<file path="src/rtl/multi_pulse_counter_pkg.sv">
// -----------------------------------------------------------------------------
// multi_pulse_counter_pkg
// Purpose : shared types for the multi-channel start/stop pulse counter.
// Contents: pcnt_mode_e  - per-channel counting mode (wrap or saturate)
//           PCNT_MODE_W  - width of the mode field
// Ports   : none (package)
// -----------------------------------------------------------------------------
package multi_pulse_counter_pkg;

    localparam int PCNT_MODE_W = 1;

    typedef enum logic [PCNT_MODE_W-1:0] {
        PCNT_WRAP = 1'b0,   // count >= limit rolls to 0
        PCNT_SAT  = 1'b1    // count >= limit parks at limit
    } pcnt_mode_e;

endpackage

</file>
<file path="src/rtl/multi_pulse_counter_if.sv">
// -----------------------------------------------------------------------------
// multi_pulse_counter_if
// Purpose : bundles the control, configuration and status signals of the
//           multi-channel pulse counter.
// Signals : start/stop/clear [NUM_CH]   per-channel control pulses
//           tick                         shared advance qualifier
//           mode [NUM_CH]                0 = wrap, 1 = saturate
//           limit [NUM_CH*DATA_WIDTH]    per-channel terminal value
//           snap                         snapshot request
//           count [NUM_CH*DATA_WIDTH]    live counts
//           running/tc [NUM_CH]          enable flag / terminal-count pulse
//           snap_count [NUM_CH*DATA_WIDTH] coherent snapshot
// Modports: master (drives controls, reads status), slave (the counter)
// -----------------------------------------------------------------------------
interface multi_pulse_counter_if #(
    parameter int NUM_CH     = 4,
    parameter int DATA_WIDTH = 8
);

    logic [NUM_CH-1:0]            start;
    logic [NUM_CH-1:0]            stop;
    logic [NUM_CH-1:0]            clear;
    logic                         tick;
    logic [NUM_CH-1:0]            mode;
    logic [NUM_CH*DATA_WIDTH-1:0] limit;
    logic                         snap;
    logic [NUM_CH*DATA_WIDTH-1:0] count;
    logic [NUM_CH-1:0]            running;
    logic [NUM_CH-1:0]            tc;
    logic [NUM_CH*DATA_WIDTH-1:0] snap_count;

    modport master (
        output start, stop, clear, tick, mode, limit, snap,
        input  count, running, tc, snap_count
    );

    modport slave (
        input  start, stop, clear, tick, mode, limit, snap,
        output count, running, tc, snap_count
    );

endinterface

</file>
<file path="src/rtl/multi_pulse_counter_channel.sv">
// -----------------------------------------------------------------------------
// multi_pulse_counter_channel
// Purpose : one start/stop pulse counter with runtime limit, wrap/saturate
//           mode, synchronous clear, tick qualifier and terminal-count pulse.
// Ports   : clk, reset (synchronous, active-high)
//           i_start, i_stop, i_clear  control pulses (clear > stop > start)
//           i_tick                    advance qualifier
//           i_mode                    PCNT_WRAP / PCNT_SAT
//           i_limit  [DATA_WIDTH]     terminal value, sampled every cycle
//           o_count  [DATA_WIDTH]     registered count
//           o_running                 registered enable flag
//           o_tc                      registered one-cycle terminal pulse
// -----------------------------------------------------------------------------
module multi_pulse_counter_channel
    import multi_pulse_counter_pkg::*;
#(
    parameter int DATA_WIDTH = 8
) (
    input  logic                  clk,
    input  logic                  reset,
    input  logic                  i_start,
    input  logic                  i_stop,
    input  logic                  i_clear,
    input  logic                  i_tick,
    input  pcnt_mode_e            i_mode,
    input  logic [DATA_WIDTH-1:0] i_limit,
    output logic [DATA_WIDTH-1:0] o_count,
    output logic                  o_running,
    output logic                  o_tc
);

    logic [DATA_WIDTH-1:0] r_count;
    logic                  r_running;
    logic                  r_tc;

    logic                  w_advance;
    logic [DATA_WIDTH-1:0] w_next;
    logic                  w_tc_next;

    // A start pulse counts on its own edge, so it enables advance directly.
    assign w_advance = (i_start | r_running) & i_tick & ~i_stop & ~i_clear;

    // NOTE: every signal assigned in always_comb gets a default first, so no
    // path leaves it unassigned and no latch is inferred.
    always_comb begin
        w_next    = r_count + 1'b1;
        w_tc_next = 1'b0;
        // ">=" rather than "==" so a limit lowered below the count recovers.
        if (r_count >= i_limit) begin
            w_next = (i_mode == PCNT_WRAP) ? '0 : i_limit;
        end
        // Saturate pulses only on arrival, not while parked at the limit.
        if (w_advance && (w_next == i_limit) &&
            ((i_mode == PCNT_WRAP) || (r_count != i_limit))) begin
            w_tc_next = 1'b1;
        end
    end

    // NOTE: sequential state uses non-blocking assignments so every flop
    // samples pre-edge values regardless of process evaluation order.
    always_ff @(posedge clk) begin
        if (reset) begin
            r_count   <= '0;
            r_running <= 1'b0;
            r_tc      <= 1'b0;
        end else if (i_clear) begin
            r_count <= '0;
            r_tc    <= 1'b0;
        end else if (i_stop) begin
            r_running <= 1'b0;
            r_tc      <= 1'b0;
        end else begin
            if (i_start) begin
                r_running <= 1'b1;
            end
            if (w_advance) begin
                r_count <= w_next;
            end
            r_tc <= w_tc_next;
        end
    end

    assign o_count   = r_count;
    assign o_running = r_running;
    assign o_tc      = r_tc;

endmodule

</file>
<file path="src/rtl/multi_pulse_counter.sv">
// -----------------------------------------------------------------------------
// multi_pulse_counter
// Purpose : NUM_CH independent start/stop pulse counters on one clock, with
//           optional coherent snapshot of all counts.
// Ports   : clk    clock, rising edge
//           reset  synchronous, active-high
//           bus    multi_pulse_counter_if.slave (controls in, status out);
//                  channel i occupies [i*DATA_WIDTH +: DATA_WIDTH] of the
//                  packed limit/count/snap_count vectors
// Config  : PCNT_SNAPSHOT_EN - when defined, snap loads snap_count with the
//           counts present before the edge; otherwise snap is ignored and
//           snap_count is tied to 0.
// -----------------------------------------------------------------------------
module multi_pulse_counter
    import multi_pulse_counter_pkg::*;
#(
    parameter int NUM_CH     = 4,
    parameter int DATA_WIDTH = 8
) (
    input  logic                  clk,
    input  logic                  reset,
    multi_pulse_counter_if.slave  bus
);

    logic [NUM_CH*DATA_WIDTH-1:0] w_count;
    logic [NUM_CH-1:0]            w_running;
    logic [NUM_CH-1:0]            w_tc;

    for (genvar g = 0; g < NUM_CH; g++) begin : g_ch
        multi_pulse_counter_channel #(
            .DATA_WIDTH (DATA_WIDTH)
        ) u_channel (
            .clk       (clk),
            .reset     (reset),
            .i_start   (bus.start[g]),
            .i_stop    (bus.stop[g]),
            .i_clear   (bus.clear[g]),
            .i_tick    (bus.tick),
            .i_mode    (pcnt_mode_e'(bus.mode[g])),
            .i_limit   (bus.limit[g*DATA_WIDTH +: DATA_WIDTH]),
            .o_count   (w_count[g*DATA_WIDTH +: DATA_WIDTH]),
            .o_running (w_running[g]),
            .o_tc      (w_tc[g])
        );
    end

    assign bus.count   = w_count;
    assign bus.running = w_running;
    assign bus.tc      = w_tc;

`ifdef PCNT_SNAPSHOT_EN
    logic [NUM_CH*DATA_WIDTH-1:0] r_snap_count;

    // w_count is already registered, so this captures the pre-edge counts
    // of every channel in the same cycle.
    always_ff @(posedge clk) begin
        if (reset) begin
            r_snap_count <= '0;
        end else if (bus.snap) begin
            r_snap_count <= w_count;
        end
    end

    assign bus.snap_count = r_snap_count;
`else
    logic w_unused_snap;
    assign w_unused_snap  = bus.snap;
    assign bus.snap_count = '0;
`endif

endmodule

</file>
<file path="src/flat_wrapper.sv">
// flat-port wrapper written by rule: the top's interface ports become plain ports
module multi_pulse_counter_flat import multi_pulse_counter_pkg::*;
#(
    parameter int NUM_CH     = 4,
    parameter int DATA_WIDTH = 8
)
  (clk, reset, bus_start, bus_stop, bus_clear, bus_tick, bus_mode, bus_limit, bus_snap, bus_count, bus_running, bus_tc, bus_snap_count);
  multi_pulse_counter_if #(.NUM_CH(NUM_CH), .DATA_WIDTH(DATA_WIDTH)) bus_i ();
  input  logic clk;
  input  logic reset;
  input wire logic [$bits(bus_i.start)-1:0] bus_start;
  input wire logic [$bits(bus_i.stop)-1:0] bus_stop;
  input wire logic [$bits(bus_i.clear)-1:0] bus_clear;
  input wire logic [$bits(bus_i.tick)-1:0] bus_tick;
  input wire logic [$bits(bus_i.mode)-1:0] bus_mode;
  input wire logic [$bits(bus_i.limit)-1:0] bus_limit;
  input wire logic [$bits(bus_i.snap)-1:0] bus_snap;
  output wire logic [$bits(bus_i.count)-1:0] bus_count;
  output wire logic [$bits(bus_i.running)-1:0] bus_running;
  output wire logic [$bits(bus_i.tc)-1:0] bus_tc;
  output wire logic [$bits(bus_i.snap_count)-1:0] bus_snap_count;
  assign bus_i.start = bus_start;
  assign bus_i.stop = bus_stop;
  assign bus_i.clear = bus_clear;
  assign bus_i.tick = bus_tick;
  assign bus_i.mode = bus_mode;
  assign bus_i.limit = bus_limit;
  assign bus_i.snap = bus_snap;
  assign bus_count = bus_i.count;
  assign bus_running = bus_i.running;
  assign bus_tc = bus_i.tc;
  assign bus_snap_count = bus_i.snap_count;
  multi_pulse_counter #(.NUM_CH(NUM_CH), .DATA_WIDTH(DATA_WIDTH)) u_core (.clk(clk), .reset(reset), .bus(bus_i));
endmodule
</file>
<file path="config.mk">
export PLATFORM = sky130hd
export DESIGN_NAME = multi_pulse_counter_flat
export DESIGN_NICKNAME = d
export VERILOG_FILES = /design/src/rtl/multi_pulse_counter_pkg.sv /design/src/rtl/multi_pulse_counter_if.sv /design/src/rtl/multi_pulse_counter_channel.sv /design/src/rtl/multi_pulse_counter.sv /design/src/flat_wrapper.sv
export SDC_FILE = /design/constraint.sdc
export NUM_CORES = 1
export LEC_CHECK = 0
export ABC_CLOCK_PERIOD_IN_PS = 5350
export CORE_UTILIZATION = 33
export CTS_CLUSTER_SIZE = 20
export DETAILED_ROUTE_END_ITERATION = 6
export GPL_ROUTABILITY_DRIVEN = 0
export PLACE_DENSITY = 0.55
export SYNTH_ARGS = -nofsm -noshare
export SYNTH_HDL_FRONTEND = slang
export SYNTH_SLANG_ARGS = --single-unit
</file>
<file path="constraint.sdc">
create_clock -name clk -period 5.35 [get_ports clk]
set_clock_uncertainty 0.05 [all_clocks]
set_input_delay 1.07 -clock clk [delete_from_list [all_inputs] [get_ports clk]]
set_output_delay 1.07 -clock clk [all_outputs]
set_load 0.02 [all_outputs]
</file>
==> impl_metrics.json <==
{
  "ctsLongestPathBuffers": 2,
  "reg2reg_from": "u_core.g_ch[3].u_channel.o_count[0]$_SDFFE_PP0P_",
  "fill_cells": 1283,
  "cts_resized": 0,
  "rrSetupSlack_ns": 2.63,
  "boundaryPins": 124,
  "antenna_cells": 0,
  "cts_tree": "yes",
  "place_hpwl_um": 9190,
  "wl_per_cell_um": 15.0,
  "die_area_um2": 13000,
  "drc": 0,
  "startpoint_type": "input pin",
  "cts_num_sinks": 40,
  "ctsHoldBuffers": 0,
  "vias": 4118,
  "vias_per_cell": 5.24,
  "nNetsFinal": 705,
  "syn_area_um2": 4140,
  "grt_use_total": 0.186,
  "fin_cells": 786,
  "hold_viol": 0,
  "synthXorXnorAreaFrac": 0.102,
  "crit_type": "input pin to flip-flop",
  "rr_endpoint": "u_core.g_ch[3].u_channel.o_count[4]$_SDFFE_PP0P_",
  "ys_ff_latch": 40,
  "drive_gt1_frac": 0.0324,
  "portBuffers": 90,
  "slew_headroom": 0.435,
  "die_height_um": 114,
  "hold_path_class": "flip-flop to flip-flop",
  "synth_top_family_by_area": "compound AO/OA/AOI/OAI gates",
  "drt_iter0_drc": 237,
  "crit_fanout": 9,
  "tns_ns": 0,
  "pwr-share-comb": 0.216,
  "cp.arrival_ns": 3.72,
  "leakage_nw": 2.12,
  "post-cts-setup-buffers": 0,
  "routed_wl_um": 11800,
  "detail-route-antenna-nets": 0,
  "root_buffer": "clkbuf_16",
  "seqCellArea_um2": 801,
  "reg2regPathDepth": 7,
  "grt_max_degree": 26,
  "syn_inst": 543,
  "dp_cells": 778,
  "grt_pass1_wl_um": 19500,
  "crit_end": "u_core.g_ch[3].u_channel.o_count[4]$_SDFFE_PP0P_",
  "internal_power_uw": 598,
  "power.total_uw": 832,
  "synthAdderAreaFrac": 0.109,
  "gr-total-overflow": 0,
  "swShare": 0.281,
  "synthArstFlopShare": 0,
  "vdd_ir_drop_max_mv": 0.106,
  "die_w_um": 114,
  "antenna_found_initial": 0,
  "synth_compound_area_frac": 0.221,
  "slew_violations": 0,
  "rows": 40,
  "required_ns": 5.50,
  "worst_slew_pin_slew_ns": 0.842,
  "drt_pass1_iterations": 5,
  "synth.yosys.seq_area_share": 0.193,
  "ys.flop_type": "dfxtp_1",
  "cap_violations": 0,
  "area_delta_synth_final_pct": 25.1,
  "worstSetupEndpointType": "flip-flop",
  "finalCritPeriodShare": 0.667,
  "startpoint": "bus_limit[26]",
  "status": "finished clean",
  "seq_power_share": 0.372,
  "powerDensity_nw_per_um2": 161,
  "setup_viol": 0,
  "synth_simple_gate_area_frac": 0.207,
  "period_minus_slack_ns": 3.57,
  "fmax_mhz": 280,
  "synthMuxAreaShare": 0.0363,
  "clk_pin_slew_ns": 0.06,
  "synth-edff-count": 0,
  "power_switching_uw": 234,
  "multi_input_area_um2": 2910,
  "synth.avg_cell_area_um2": 7.63,
  "core_um2": 12100,
  "grt_pass1_vias": 3935,
  "ys_warn_count": 0,
  "clkPwrFrac": 0.412,
  "start_util": 0.342,
  "synth_cell_type_count": 62,
  "worst_skew_pair.late_latency_ns": 0.28,
  "htree_levels": 2,
  "rsz0062_at_grt": "false",
  "cts_buffers": 5
}
## Yosys cell counts (all sizes together), types with 3 or more instances
cell type / instances / share of area
o32a: 4 / 0.0097
o21ai: 18 / 0.023
o211ai: 4 / 0.0073
inv: 44 / 0.040
a21oi: 32 / 0.039
dfxtp: 40 / 0.19
nor2: 33 / 0.030
nand4: 7 / 0.011
nor3b: 3 / 0.0054
or2: 4 / 0.0060
a31oi: 3 / 0.0045
buf: 46 / 0.080
a311oi: 3 / 0.0063
xnor2: 28 / 0.059
o22ai: 3 / 0.0045
nor4: 6 / 0.0091
xor2: 15 / 0.032
and3: 9 / 0.014
and4: 3 / 0.0063
nand2: 53 / 0.048
mux2i: 15 / 0.036
a22o: 4 / 0.0085
a211oi: 14 / 0.025
clkbuf: 11 / 0.010
nor3: 13 / 0.018
nand3: 34 / 0.041
nor2b: 3 / 0.0045
a221oi: 8 / 0.020
a32o: 3 / 0.0073
ha: 36 / 0.11
o31a: 5 / 0.011
a21o: 6 / 0.011
## cell families after synthesis
logic type / count (synthesis)
buffers and inverters: 102
AO/OA/AOI/OAI: 128
flip-flops: 40
adder cells (fa/ha/maj): 36
multiplexers: 15
AND/OR/NAND/NOR: 176
XOR/XNOR: 45
other: 1
## cell type report
class | count | area share
well taps | 168 | 0.0406
clock buffers | 6 | 0.0249
flip-flops and latches | 40 | 0.155
clock inverters | 2 | 0.00676
multi-input cells | 432 | 0.562
inverters | 45 | 0.0326
repair buffers | 93 | 0.178
## state kept, by name (all words and copies together) (netlist names)
name / flops
u_core.g_ch.u_channel.o_count: 32
u_core.g_ch.u_channel.o_running: 4
u_core.g_ch.u_channel.o_tc: 4
## cells in the final DEF, fill, tap and decap left out, types with 28 or more instances in the layout
cell	Yosys	layout
nand3_1	34	34
a21oi_1	32	32
clkdlybuf4s50_1	0	90
nand2_1	53	53
xnor2_1	28	28
nor2_1	33	33
conb_1	1	32
ha_1	36	36
dfxtp_1	40	40
inv_1	44	44
## critical path, cell delays in order
cell and delay (ns):
clkdlybuf4s50_1 0.51, inv_1 0.10, ha_1 0.29, o21ai_0 0.15
a21oi_1 0.08, o31ai_1 0.54, nand2_1 0.38, o32a_1 0.42
o22ai_1 0.17
## per-layer routing
metal	wire, um	up-vias	track usage
met5	0	-	0
met4	121	0	0.0424
met3	597	12	0.0282
met2	5470	134	0.302
met1	5640	1933	0.257
li1	-	2039	-
## power by group through the flow
stage                     clock (mW)  sequential, mW  combinational, mW
after global placement             0           0.316              0.177
after floorplan                    0           0.316              0.117
after CTS                      0.354           0.309              0.180
final                          0.343           0.309              0.180
after global routing           0.368           0.310              0.198
after detailed placement           0           0.316              0.179
## per-stage QoR
step	instance area (um2)	utilization	hold slack (ns)	worst slack (ns)
6_report	5180	0.428	0.478	1.78
3_3_place_gp	5020	0.414	0.473	1.58
4_1_cts	5180	0.428	0.483	1.82
5_1_grt	5180	0.428	0.525	1.55
2_1_floorplan	4260	-	0.457	2.38
3_5_place_dp	5020	0.414	0.475	1.53
## worst min path at each step
stage,start,end,slack [ns],cells after the start
CTS,u_core.g_ch[2].u_channel.o_count[7]$_SDFFE_PP0P_,u_core.g_ch[2].u_channel.o_count[7]$_SDFFE_PP0P_,0.48,2
global placement,u_core.g_ch[2].u_channel.o_count[7]$_SDFFE_PP0P_,u_core.g_ch[2].u_channel.o_count[7]$_SDFFE_PP0P_,0.47,2
finish,u_core.g_ch[2].u_channel.o_count[7]$_SDFFE_PP0P_,u_core.g_ch[2].u_channel.o_count[7]$_SDFFE_PP0P_,0.48,2
detailed placement,u_core.g_ch[2].u_channel.o_count[7]$_SDFFE_PP0P_,u_core.g_ch[2].u_channel.o_count[7]$_SDFFE_PP0P_,0.47,2
floorplan,u_core.g_ch[0].u_channel.o_running$_SDFFE_PP0P_,u_core.g_ch[0].u_channel.o_running$_SDFFE_PP0P_,0.46,2
global route,u_core.g_ch[1].u_channel.o_count[7]$_SDFFE_PP0P_,u_core.g_ch[1].u_channel.o_count[7]$_SDFFE_PP0P_,0.53,2
(Power assumes the default switching activity.)
